===== src/rtl/multi_counter.sv =====
// rtl/multi_counter.sv - parametrised bank of independent up/down counters
// Each channel has clear, load, enable, direction, wrap/saturate mode, terminal-count pulse and sticky overflow.
module multi_counter #(
  parameter int WIDTH    = 8,
  parameter int CHANNELS = 2
) (
  input  logic                      clk,
  input  logic                      reset,
  input  logic [CHANNELS-1:0]       clr,
  input  logic [CHANNELS-1:0]       load,
  input  logic [CHANNELS*WIDTH-1:0] load_val,
  input  logic [CHANNELS-1:0]       en,
  input  logic [CHANNELS-1:0]       dir,
  input  logic [CHANNELS-1:0]       sat,
  output logic [CHANNELS*WIDTH-1:0] count,
  output logic [CHANNELS-1:0]       tc,
  output logic [CHANNELS-1:0]       ovf
);

  localparam logic [WIDTH-1:0] MAX_VAL = {WIDTH{1'b1}};

  for (genvar g = 0; g < CHANNELS; g++) begin : g_ch
    logic [WIDTH-1:0] count_q, count_d;
    logic             tc_q, tc_d;
    logic             ovf_q, ovf_d;
    logic             at_bound;

    // The boundary depends on the direction requested on this edge.
    always_comb begin
      at_bound = dir[g] ? (count_q == MAX_VAL) : (count_q == '0);
    end

    always_comb begin
      count_d = count_q;
      tc_d    = 1'b0;
      ovf_d   = ovf_q;
      if (clr[g]) begin
        count_d = '0;
        ovf_d   = 1'b0;
      end else if (load[g]) begin
        count_d = load_val[g*WIDTH +: WIDTH];
      end else if (en[g]) begin
        if (at_bound) begin
          tc_d  = 1'b1;
          ovf_d = 1'b1;
          if (!sat[g]) begin
            count_d = dir[g] ? '0 : MAX_VAL;
          end
        end else begin
          count_d = dir[g] ? count_q + 1'b1 : count_q - 1'b1;
        end
      end
    end

    always_ff @(posedge clk or negedge reset) begin
      if (!reset) begin
        count_q <= '0;
        tc_q    <= 1'b0;
        ovf_q   <= 1'b0;
      end else begin
        count_q <= count_d;
        tc_q    <= tc_d;
        ovf_q   <= ovf_d;
      end
    end

    assign count[g*WIDTH +: WIDTH] = count_q;
    assign tc[g]                   = tc_q;
    assign ovf[g]                  = ovf_q;
  end

endmodule


===== config.mk =====
export PLATFORM = sky130hd
export DESIGN_NAME = multi_counter
export DESIGN_NICKNAME = d
export VERILOG_FILES = /design/src/rtl/multi_counter.sv
export SDC_FILE = /design/constraint.sdc
export NUM_CORES = 1
export LEC_CHECK = 0
export ABC_AREA = 0
export CORE_UTILIZATION = 55
export CTS_CLUSTER_DIAMETER = 40
export DETAILED_ROUTE_END_ITERATION = 8
export DONT_BUFFER_PORTS = 1
export PLACE_DENSITY_LB_ADDON = 0.2
export REMOVE_ABC_BUFFERS = 1
export SLEW_MARGIN = 30
export SYNTH_ARGS = -nofsm -noshare
export SYNTH_HDL_FRONTEND = slang
export SYNTH_SLANG_ARGS = --single-unit
export TNS_END_PERCENT = 20

===== constraint.sdc =====
create_clock -name clk -period 2.6 [get_ports clk]
set_input_delay 0.52 -clock clk [delete_from_list [all_inputs] [get_ports clk]]
set_output_delay 0.52 -clock clk [all_outputs]
set_load 0.02 [all_outputs]

==> impl_summary.log, run 1 <==
[metrics] result of the run: finished clean
[metrics] Min Hold Slack: 0.132 ns
[metrics] mean number of vias per cell: 6.56
[metrics] final number of setup-violating endpoints: 0
[metrics] Largest stage delay, worst path: 0.59 ns
[metrics] crit-path leading delay family: simple AND/OR/NAND/NOR gates
[metrics] detailed-routing iteration count for the pre-antenna-repair pass: 4
[metrics] total power per unit cell area: 647 mW/mm2
[metrics] total via count in the routed design: 1600
[metrics] number of routed nets with antenna violations: 0
[metrics] Area growth syn-to-layout: 3.62%
[metrics] Yosys Warn Count: 0
[metrics] post-synthesis sequential area ratio: 0.284
[metrics] root cell of the clock tree: clkbuf_4
[metrics] worst min-delay path class: in2async
[metrics] global route overflow: 0
[metrics] DRC marker count from the first detailed-route iteration: 131
[metrics] wire per inst: 17.3 um
[metrics] Worst Setup Slack, final: 0.390 ns
[metrics] footprint of the multi-input gates: 0.00116 mm2
[metrics] number of buffers on the longest clock path: 2
[metrics] overall track demand over capacity in global routing: 0.263
[metrics] CTS tree: done
[metrics] Synth Area in XOR/XNOR: 0.0497
[metrics] standard-cell rows: 20
[metrics] FILL cells: 277
[metrics] share of synthesized flip-flops with an asynchronous set or reset: 1.00
[metrics] initial antenna violation count: 0
[metrics] compound-gate portion of the synthesized area: 0.275
[metrics] net switching component of the power: 473 uW
[metrics] share of Yosys cell area claimed by the top area cell type: 0.284
[metrics] number of standard cells after synthesis: 202
[metrics] cell breakdown of the critical path: or4_4 > nor4_4 > a41o_2 > nor2b_1 > a21o_1
[metrics] Antenna Diode Count: 0
[metrics] first-pass GRT wire length: 6890 um
[metrics] Netlist cell types: 45
[metrics] combinational fraction of design power: 0.376
[metrics] simple-gate portion of the synthesized area: 0.205
[metrics] data arrival time of the critical path: 2.43 ns
[metrics] clock-pin slew reported for the worst setup and hold paths after clock tree synthesis: 0.12 ns
[metrics] Die Span Y: 58.6 um
[metrics] Routability Congestion: 0.934
[metrics] peak supply drop: 0.318 mV
[metrics] DP Wirelength: 3310 um
[metrics] post-placement setup slack: 0.422 ns
[metrics] Static Leakage: 0.845 nW
[metrics] initial standard-cell utilization of the core: 0.577
[metrics] number of enable flip-flop cells after synthesis: 0
[metrics] nature of the critical path startpoint: flop
[metrics] die area: 0.00344 mm2
[metrics] post-synthesis instance area: 0.00176 mm2
[metrics] multiplexer fraction of the synthesized cell area: 0.0227
[metrics] data required time of the worst path: 2.82 ns
[metrics] largest family of logic cells by synthesized area: compound AO/OA/AOI/OAI gates
[metrics] number of nets in the layout: 243
[metrics] unrepaired setup endpoints after global routing: no
[metrics] worst-path maximum fanout: 13
[metrics] top achievable clock speed: 0.452 GHz
[metrics] floorplan die width: 58.6 um
[metrics] Cell Int Power: 709 uW
[metrics] slack of the worst reg-to-reg path: 0.39 ns
[metrics] maxcap violations: 0
[metrics] per-instance average area after synthesis: 8.73 um2
[metrics] leading post-synthesis cells by cell area: dfrtp_1 28%, ha_1 8.5%, a21oi_1 6.0%
[metrics] IO Port Bufs: 0
[metrics] number of standard cells in the final layout excluding fillers: 244
[metrics] PnR Total Power: 1.18 mW
[metrics] number of clock sinks: 20
[metrics] Crit Path Class: reg2reg
[metrics] final clock skew: 0.00121 ns
[metrics] via count of the first global-routing pass: 1468
[metrics] Critical path buffers and inverters: 0
[metrics] most numerous cell types in the synthesized netlist: 21 x a21oi_1, 20 x dfrtp_1, 13 x inv_1, 12 x ha_1, 11 x nor2_1
[metrics] Sum Neg Setup Slack: 0 ns
[metrics] crit path time final: 2.21 ns
[metrics] insertion delay to the later sink of the worst-skew pair: 0.31 ns
[metrics] Floorplan Core Area: 0.00305 mm2
[metrics] Register Area: 500 um2
[metrics] switching share of power: 0.400
[metrics] fraction of layout instances using a drive strength above 1: 0.0450
[metrics] number of instances in the placed design: 239
[metrics] DRC violations left: 0
[metrics] most common flop cell mapped by yosys: dfrtp_1
[metrics] number of H-tree levels: 1
[metrics] largest area contributor in the synthesized netlist: dfrtp_1
[metrics] type of destination of the critical path: flop
[metrics] final routed wirelength across all metal layers: 4230 um
[metrics] count of buffers added by post-CTS timing repair for setup: 0
[metrics] #FFs+latches synth: 20
[metrics] Seq pwr share: 0.405
[metrics] post-synthesis share of cell area spent on full adders, half adders and majority gates: 0.108
[metrics] slowest cell on the critical path: or4_4
[metrics] final hold violation count: 0
[metrics] Final Cycle Share: 0.850
[metrics] fraction of power consumed by the clock network: 0.219
[metrics] Inserted Clock Buffers: 3
[metrics] number of gates given a new drive strength after cts: 0
[metrics] most common cell in the netlist: a21oi_1
[metrics] Slew Viols, Final: 0
[metrics] Slew @ Worst Pin: 0.599 ns
[metrics] Rel. slew slack: 0.600
[metrics] top-level I/O count: 48
[metrics] pin count of the biggest net entering global routing: 21
[cell type report]
class | instances | share of cell area
Multi-Input combinational cell | 162 | 0.638
Sequential cell | 20 | 0.274
Tap cell | 44 | 0.0301
Inverter | 13 | 0.0267
Clock inverter | 1 | 0.0164
Clock buffer | 3 | 0.0123
Timing Repair Buffer | 1 | 0.00274
[stage by stage]
| step | utilization | instance area [um2] |
|---|---|---|
| final | 0.598 | 1830 |
| after global routing | 0.598 | 1830 |
| after CTS | 0.600 | 1830 |
| after detailed placement | 0.580 | 1770 |
| after global placement | 0.580 | 1770 |
| after floorplan | - | 1710 |
[power by group through the flow]
| stage | clock network [mW] | logic (mW) | registers [mW] |
|---|---|---|---|
| floorplan | 0 | 0.364 | 0.457 |
| global placement | 0 | 0.414 | 0.481 |
| detailed placement | 0 | 0.430 | 0.484 |
| CTS | 0.260 | 0.440 | 0.477 |
| global route | 0.279 | 0.501 | 0.486 |
| finish | 0.259 | 0.444 | 0.479 |
[repair_timing]
item,in CTS,in global routing
hold endpoints to repair,20,0
setup endpoints to repair,0,0
hold buffers,1,0
[placed cells by master (no fill, tap or decap), drive strengths merged, types with 4 or more instances in the layout]
cell type and count:
o211ai 5, mux2i 4, nor3 9, a22o 5
nor2b 7, o21ai 9, xor2 6, nand3 4
dfrtp 20, ha 12, a221oi 4, nor2 11
a21oi 21, inv 13, nand2b 4, xnor2 4
nand2 10, a21o 7
[state kept, by name, indices dropped and copies added, names as in the netlist]
register      flops
g_ch.tc_q         2
g_ch.ovf_q        2
g_ch.count_q     16
[worst paths after layout]
check | start | to | cells past startpoint
setup / recovery | g_ch[1].count_q[2] | g_ch[1].count_q[6] | 5
hold / removal | reset | g_ch[1].count_q[0] | 1
setup reg to reg | g_ch[1].count_q[2] | g_ch[1].count_q[6] | 5
hold reg to reg | g_ch[0].ovf_q | g_ch[0].ovf_q | 1
max in group asynchronous | reset | g_ch[0].count_q[2] | 1
min in group clk | load_val[6] | g_ch[0].count_q[6] | 2
[cells by family after synthesis]
logic type | after synthesis
buffers and inverters | 20
xor gates and xnor gates | 10
and+or+nand+nor | 63
DFF | 20
muxes | 4
AOI/OAI and AO/OA | 71
adders and majority gates | 14
[metal layers]
metal	track usage	vias to the layer above	part of all wire
met5	0	-	0
met4	0.0884	0	0.014
met3	0.0791	7	0.087
met2	0.384	70	0.43
met1	0.371	762	0.47
li1	-	761	-
No activity file was read; power rests on OpenSTA's default activity.
==> run 2: changes to the inputs <==
==> constraint.sdc (replaced) <==
create_clock -name clk -period 2.2 [get_ports clk]
set_input_delay 0.44 -clock clk [delete_from_list [all_inputs] [get_ports clk]]
set_output_delay 0.44 -clock clk [all_outputs]
set_load 0.02 [all_outputs]
==> impl_summary.log, run 2 (synthesis results as in run 1) <==
[metrics] wire per inst: 17.4 um (+0.12%)
[metrics] fraction of layout instances using a drive strength above 1: 0.0995 (+0.0545)
[metrics] net switching component of the power: 578 uW (+22%)
[metrics] final routed wirelength across all metal layers: 4430 um (+4.6%)
[metrics] pin count of the biggest net entering global routing: 21 (unchanged)
[metrics] clock-pin slew reported for the worst setup and hold paths after clock tree synthesis: 0.13 ns (about the same)
[metrics] mean number of vias per cell: 6.39 (-2.5%)
[metrics] data arrival time of the critical path: 2.28 ns (-0.15 ns)
[metrics] Rel. slew slack: 0.589 (-0.0106)
[metrics] standard-cell rows: 20 (unchanged)
[metrics] Seq pwr share: 0.374 (-0.031)
[metrics] number of flip-flops in the largest register: 16 (unchanged)
[metrics] overall track demand over capacity in global routing: 0.271 (+0.00822)
[metrics] number of routed nets with antenna violations: 0 (unchanged)
[metrics] Sum Neg Setup Slack: 0 ns (unchanged)
[metrics] die area: 0.00344 mm2 (unchanged)
[metrics] IO Port Bufs: 0 (unchanged)
[metrics] switching share of power: 0.421 (+0.0212)
[metrics] root cell of the clock tree: clkbuf_4
[metrics] total power per unit cell area: 723 mW/mm2 (+12%)
[metrics] data required time of the worst path: 2.42 ns (-0.40 ns)
[metrics] DRC marker count from the first detailed-route iteration: 108 (-18%)
[metrics] DP Wirelength: 3420 um (+3.4%)
[metrics] top achievable clock speed: 0.484 GHz (+7.1%)
[metrics] final hold violation count: 0 (unchanged)
[metrics] top flop regs: g_ch.count_q: 16 flops, g_ch.ovf_q: 2 flops, g_ch.tc_q: 2 flops
[metrics] fraction of power consumed by the clock network: 0.167 (-0.052)
[metrics] Min Hold Slack: 0.0608 ns (-0.0717 ns)
[metrics] post-placement setup slack: 0.145 ns (-0.277 ns)
[metrics] initial antenna violation count: 0 (unchanged)
[metrics] initial standard-cell utilization of the core: 0.577 (unchanged)
[metrics] maxcap violations: 0 (unchanged)
[metrics] worst-path maximum fanout: 6 (-7)
[metrics] global route overflow: 0 (unchanged)
[metrics] Antenna Diode Count: 0 (unchanged)
[metrics] Floorplan Core Area: 0.00305 mm2 (unchanged)
[metrics] DRC violations left: 0 (unchanged)
[metrics] Post-Route Utilization: 0.622 (+0.0238)
[metrics] top-level I/O count: 48 (unchanged)
[metrics] worst min-delay path class: in2async
[metrics] floorplan die width: 58.6 um (unchanged)
[metrics] PnR Total Power: 1.37 mW (+16%)
[metrics] type of destination of the critical path: flop
[metrics] detailed-routing iteration count for the pre-antenna-repair pass: 7 (+3)
[metrics] Static Leakage: 0.895 nW (+6.0%)
[metrics] insertion delay to the later sink of the worst-skew pair: 0.31 ns (about the same)
[metrics] number of clock sinks: 20 (unchanged)
[metrics] number of H-tree levels: 1 (unchanged)
[metrics] combinational fraction of design power: 0.459 (+0.083)
[metrics] count of buffers added by post-CTS timing repair for setup: 0 (unchanged)
[metrics] commonest non-fill, non-tap cells in the layout: 21 x a21oi_1, 20 x dfrtp_1, 13 x inv_1, 12 x ha_1
[metrics] Worst Setup Slack, final: 0.136 ns (-0.254 ns)
[metrics] nature of the critical path startpoint: flop
[metrics] final clock skew: 0.00421 ns (+0.00300 ns)
[metrics] register name with the most flops: g_ch.count_q
[metrics] number of nets in the layout: 254 (+4.5%)
[metrics] Crit Path Class: reg2reg
[metrics] unrepaired setup endpoints after global routing: no
[metrics] Routability Congestion: 0.917 (-1.8%)
[metrics] Slew Viols, Final: 0 (unchanged)
[metrics] Die Span Y: 58.6 um (unchanged)
[metrics] first-pass GRT wire length: 7200 um (+4.6%)
[metrics] final number of setup-violating endpoints: 0 (unchanged)
[metrics] total via count in the routed design: 1630 (+1.9%)
[metrics] Final Cycle Share: 0.938 (+0.0883)
[metrics] FILL cells: 278 (+0.36%)
[metrics] number of buffers on the longest clock path: 2 (unchanged)
[metrics] Inserted Clock Buffers: 3 (unchanged)
[metrics] Area growth syn-to-layout: 7.74%
[metrics] crit path time final: 2.06 ns (-0.146 ns)
[metrics] leading cell type in the layout, fill and taps excluded: a21oi_1
[metrics] peak supply drop: 0.295 mV (-7.2%)
[metrics] result of the run: finished clean
[metrics] Slew @ Worst Pin: 0.614 ns (+0.0148 ns)
[metrics] via count of the first global-routing pass: 1588 (+8.2%)
[metrics] Cell Int Power: 794 uW (+12%)
[metrics] CTS tree: done
[run 2: cell count changes in the layout (fill, tap and decap cells not counted), sizes merged]
cell / change
buf: +11
bufinv: -1
clkbuf: +1
[run 2: per-layer routing]
| metal | track usage | up-vias | wire length (um) |
|---|---|---|---|
| met5 | 0 | - | 0 |
| met3 | 0.0681 | 12 | 357 |
| li1 | - | 788 | - |
| met2 | 0.437 | 66 | 2010 |
| met4 | 0.0884 | 0 | 88 |
| met1 | 0.357 | 764 | 1970 |
[run 2: worst max-delay path: stages (launching register included)]
cell and delay (ns):
dfrtp_1 0.57, inv_1 0.13, fa_1 0.41, nand2b_1 0.19, a21oi_1 0.20, mux2i_1 0.20, nand3_1 0.09, a21o_1 0.17
[run 2: final timing paths]
check,start,endpoint,slack (ns),cells past startpoint
worst max register to register,g_ch[1].count_q[1],g_ch[1].count_q[6],0.14,7
worst max-delay path,g_ch[1].count_q[1],g_ch[1].count_q[6],0.14,7
min in group clk,load_val[6],g_ch[0].count_q[6],0.27,2
worst min-delay path,reset,g_ch[1].count_q[2],0.06,1
worst min register to register,g_ch[0].count_q[0],g_ch[0].count_q[0],0.60,2
max in group asynchronous,reset,g_ch[1].count_q[6],1.82,1
[run 2: power groups by stage]
stage          registers (mW)  clock network [mW]  logic (mW)
2_1_floorplan           0.541                   0       0.431
6_report                0.513               0.229       0.630
3_5_place_dp            0.520                   0       0.603
3_3_place_gp            0.517                   0       0.581
5_1_grt                 0.521               0.252       0.705
4_1_cts                 0.512               0.230       0.615
[run 2: layout make-up]
class	instances	area, um2	share of cell area
Clock buffer	4	36.3	0.0191
Inverter	13	48.8	0.0257
Timing Repair Buffer	12	87.6	0.0461
Sequential cell	20	500	0.264
Multi-Input combinational cell	162	1170	0.617
Tap cell	44	55.1	0.0290
[run 2: timing repair]
action                                  4_1_cts  5_1_grt
endpoints found under the hold margin        20        0
endpoints found under the setup margin        0        1
resized for setup                             0        2
hold buffers                                  1        0
[run 2: metrics by stage]
step,area (um2),std cells
global route,1900,255
CTS,1900,255
floorplan,1710,195
finish,1900,255
global placement,1850,250
detailed placement,1850,250
==> run 3: changes to the inputs <==
--- a/config.mk
+++ b/config.mk
@@ -12,7 +12,6 @@
 export DONT_BUFFER_PORTS = 1
 export PLACE_DENSITY_LB_ADDON = 0.2
 export REMOVE_ABC_BUFFERS = 1
-export SLEW_MARGIN = 30
 export SYNTH_ARGS = -nofsm -noshare
 export SYNTH_HDL_FRONTEND = slang
 export SYNTH_SLANG_ARGS = --single-unit
==> impl_summary.log, run 3 (synthesis results as in run 1) <==
[metrics] result of the run: finished clean
[metrics] Slew Viols, Final: 0 (unchanged)
[metrics] total power per unit cell area: 721 mW/mm2 (-0.22%)
[metrics] via count of the first global-routing pass: 1588 (unchanged)
[metrics] unrepaired setup endpoints after global routing: no
[metrics] root cell of the clock tree: clkbuf_4
[metrics] worst min-delay path class: in2reg
[metrics] maxcap violations: 0 (unchanged)
[metrics] DRC violations left: 0 (unchanged)
[metrics] clock-pin slew reported for the worst setup and hold paths after clock tree synthesis: 0.13 ns (about the same)
[metrics] Crit Path Class: reg2reg
[metrics] post-layout instance area: 0.00190 mm2 (+0.26%)
[metrics] source of the critical timing path: g_ch[1].count_q[1]
[metrics] Area growth syn-to-layout: 8.02%
[metrics] standard cell area after detailed placement: 0.00185 mm2 (unchanged)
[metrics] standard-cell rows: 20 (unchanged)
[metrics] number of routed nets with antenna violations: 0 (unchanged)
[metrics] final number of setup-violating endpoints: 0 (unchanged)
[metrics] slowest cell on the critical path: dfrtp_1
[metrics] worst-path maximum fanout: 6 (unchanged)
[metrics] number of buffers on the longest clock path: 2 (unchanged)
[metrics] overall track demand over capacity in global routing: 0.271 (unchanged)
[metrics] cell breakdown of the critical path: inv_1 > fa_1 > nand2b_1 > a21oi_1 > mux2i_1 > nand3_1 > a21o_1
[metrics] nature of the critical path startpoint: flop
[metrics] number of nets in the layout: 254 (unchanged)
[metrics] startpoint of the lowest-slack register-to-register path: g_ch[1].count_q[1]
[metrics] wire per inst: 17.4 um (about the same)
[metrics] global route overflow: 0 (unchanged)
[metrics] initial standard-cell utilization of the core: 0.577 (unchanged)
[metrics] CTS tree: done
[metrics] Routability Congestion: 0.917 (unchanged)
[metrics] die area: 0.00344 mm2 (unchanged)
[metrics] first-pass GRT wire length: 7200 um (unchanged)
[metrics] final clock skew: 0.00415 ns (-0.0000619 ns)
[metrics] Sum Neg Setup Slack: 0 ns (unchanged)
[metrics] Rel. slew slack: 0.366 (-0.224)
[metrics] beginning of the worst hold path: load_val[6]
[metrics] Final Cycle Share: 0.938 (about the same)
[metrics] number of clock sinks: 20 (unchanged)
[metrics] number of H-tree levels: 1 (unchanged)
[metrics] Largest stage delay, worst path: 0.57 ns (about the same)
[metrics] Static Leakage: 0.896 nW (about the same)
[metrics] crit path time final: 2.06 ns (+0.00000900 ns)
[metrics] top-level I/O count: 48 (unchanged)
[metrics] final hold violation count: 0 (unchanged)
[metrics] top flop regs: g_ch.count_q: 16 flops, g_ch.ovf_q: 2 flops, g_ch.tc_q: 2 flops
[metrics] DRC marker count from the first detailed-route iteration: 108 (unchanged)
[metrics] commonest non-fill, non-tap cells in the layout: 21 x a21oi_1, 20 x dfrtp_1, 13 x inv_1, 12 x ha_1
[metrics] count of buffers added by post-CTS timing repair for setup: 0 (unchanged)
[metrics] Floorplan Core Area: 0.00305 mm2 (unchanged)
[metrics] initial antenna violation count: 0 (unchanged)
[metrics] fraction of layout instances using a drive strength above 1: 0.0948 (-0.00474)
[metrics] detailed-routing iteration count for the pre-antenna-repair pass: 7 (unchanged)
[metrics] floorplan die width: 58.6 um (unchanged)
[metrics] IO Port Bufs: 0 (unchanged)
[metrics] data arrival time of the critical path: 2.28 ns (about the same)
[metrics] register name with the most flops: g_ch.count_q
[metrics] mean number of vias per cell: 6.38 (-0.12%)
[metrics] insertion delay to the later sink of the worst-skew pair: 0.31 ns (about the same)
[metrics] Slew @ Worst Pin: 0.948 ns (+0.335 ns)
[metrics] Die Span Y: 58.6 um (unchanged)
[metrics] leading cell type in the layout, fill and taps excluded: a21oi_1
[metrics] type of destination of the critical path: flop
[metrics] Min Hold Slack: 0.265 ns (+0.205 ns)
[metrics] Inserted Clock Buffers: 3 (unchanged)
[metrics] final routed wirelength across all metal layers: 4430 um (about the same)
[metrics] top achievable clock speed: 0.484 GHz (about the same)
[metrics] peak supply drop: 0.295 mV (about the same)
[metrics] data required time of the worst path: 2.42 ns (about the same)
[metrics] pin count of the biggest net entering global routing: 21 (unchanged)
[metrics] DP Wirelength: 3420 um (unchanged)
[metrics] number of flip-flops in the largest register: 16 (unchanged)
[metrics] total via count in the routed design: 1628 (-0.12%)
[metrics] Antenna Diode Count: 0 (unchanged)
run 3: cell count changes in the layout (fill, tap and decap cells not counted):
cell,delta
buf_2,-1
dlygate4sd3_1,+1
run 3: worst paths after layout:
path,to,slack (ns),cells after the start
setup reg to reg,g_ch[1].count_q[6],0.14,7
min in group asynchronous,g_ch[0].ovf_q,0.71,1
hold / removal,g_ch[0].count_q[6],0.27,2
hold reg to reg,g_ch[0].count_q[0],0.60,2
setup / recovery,g_ch[1].count_q[6],0.14,7
max in group asynchronous,g_ch[1].count_q[6],0.92,1
run 3: metal layers:
layer	global-route usage	vias up	wire, um
met1	0.357	762	1970
met5	0	-	0
met2	0.437	66	2010
met4	0.0884	0	88
met3	0.0681	12	357
li1	-	788	-
run 3: report_power, final:
| group | internal, mW | switching (mW) |
|---|---|---|
| combinational | 0.279 | 0.352 |
| sequential | 0.415 | 0.0985 |
| clock | 0.101 | 0.128 |
run 3: repair_timing:
item	CTS	global route
hold endpoints to repair	20	0
setup endpoints to repair	0	1
gates resized for setup	0	2
hold buffers	1	0
run 3: worst max-delay path: cells and delay by family (launching register included):
kind / cells / cell delay, ns
AOI/OAI and AO/OA: 2 / 0.37
adders and majority gates: 1 / 0.41
buffers and inverters: 1 / 0.13
DFF: 1 / 0.57
muxes: 1 / 0.20
and+or+nand+nor: 2 / 0.28
run 3: final cells by class:
cell class,instances,area [um2]
fill,277,1150
multi-input combinational,162,1170
timing repair buffer,12,92.6
sequential,20,500
inverter,13,48.8
tap,44,55.1
clock buffer,4,36.3
run 3: per-stage QoR:
| stage | util | worst slack (ns) | power, mW | instances |
|---|---|---|---|---|
| 6_report | 0.624 | 0.136 | 1.37 | 255 |
| 5_1_grt | 0.624 | 0.0174 | 1.48 | 255 |
| 4_1_cts | 0.622 | 0.138 | 1.36 | 255 |
| 3_5_place_dp | 0.607 | 0.145 | 1.12 | 250 |
| 3_3_place_gp | 0.607 | 0.186 | 1.10 | 250 |
| 2_1_floorplan | - | 0.206 | 0.971 | 195 |
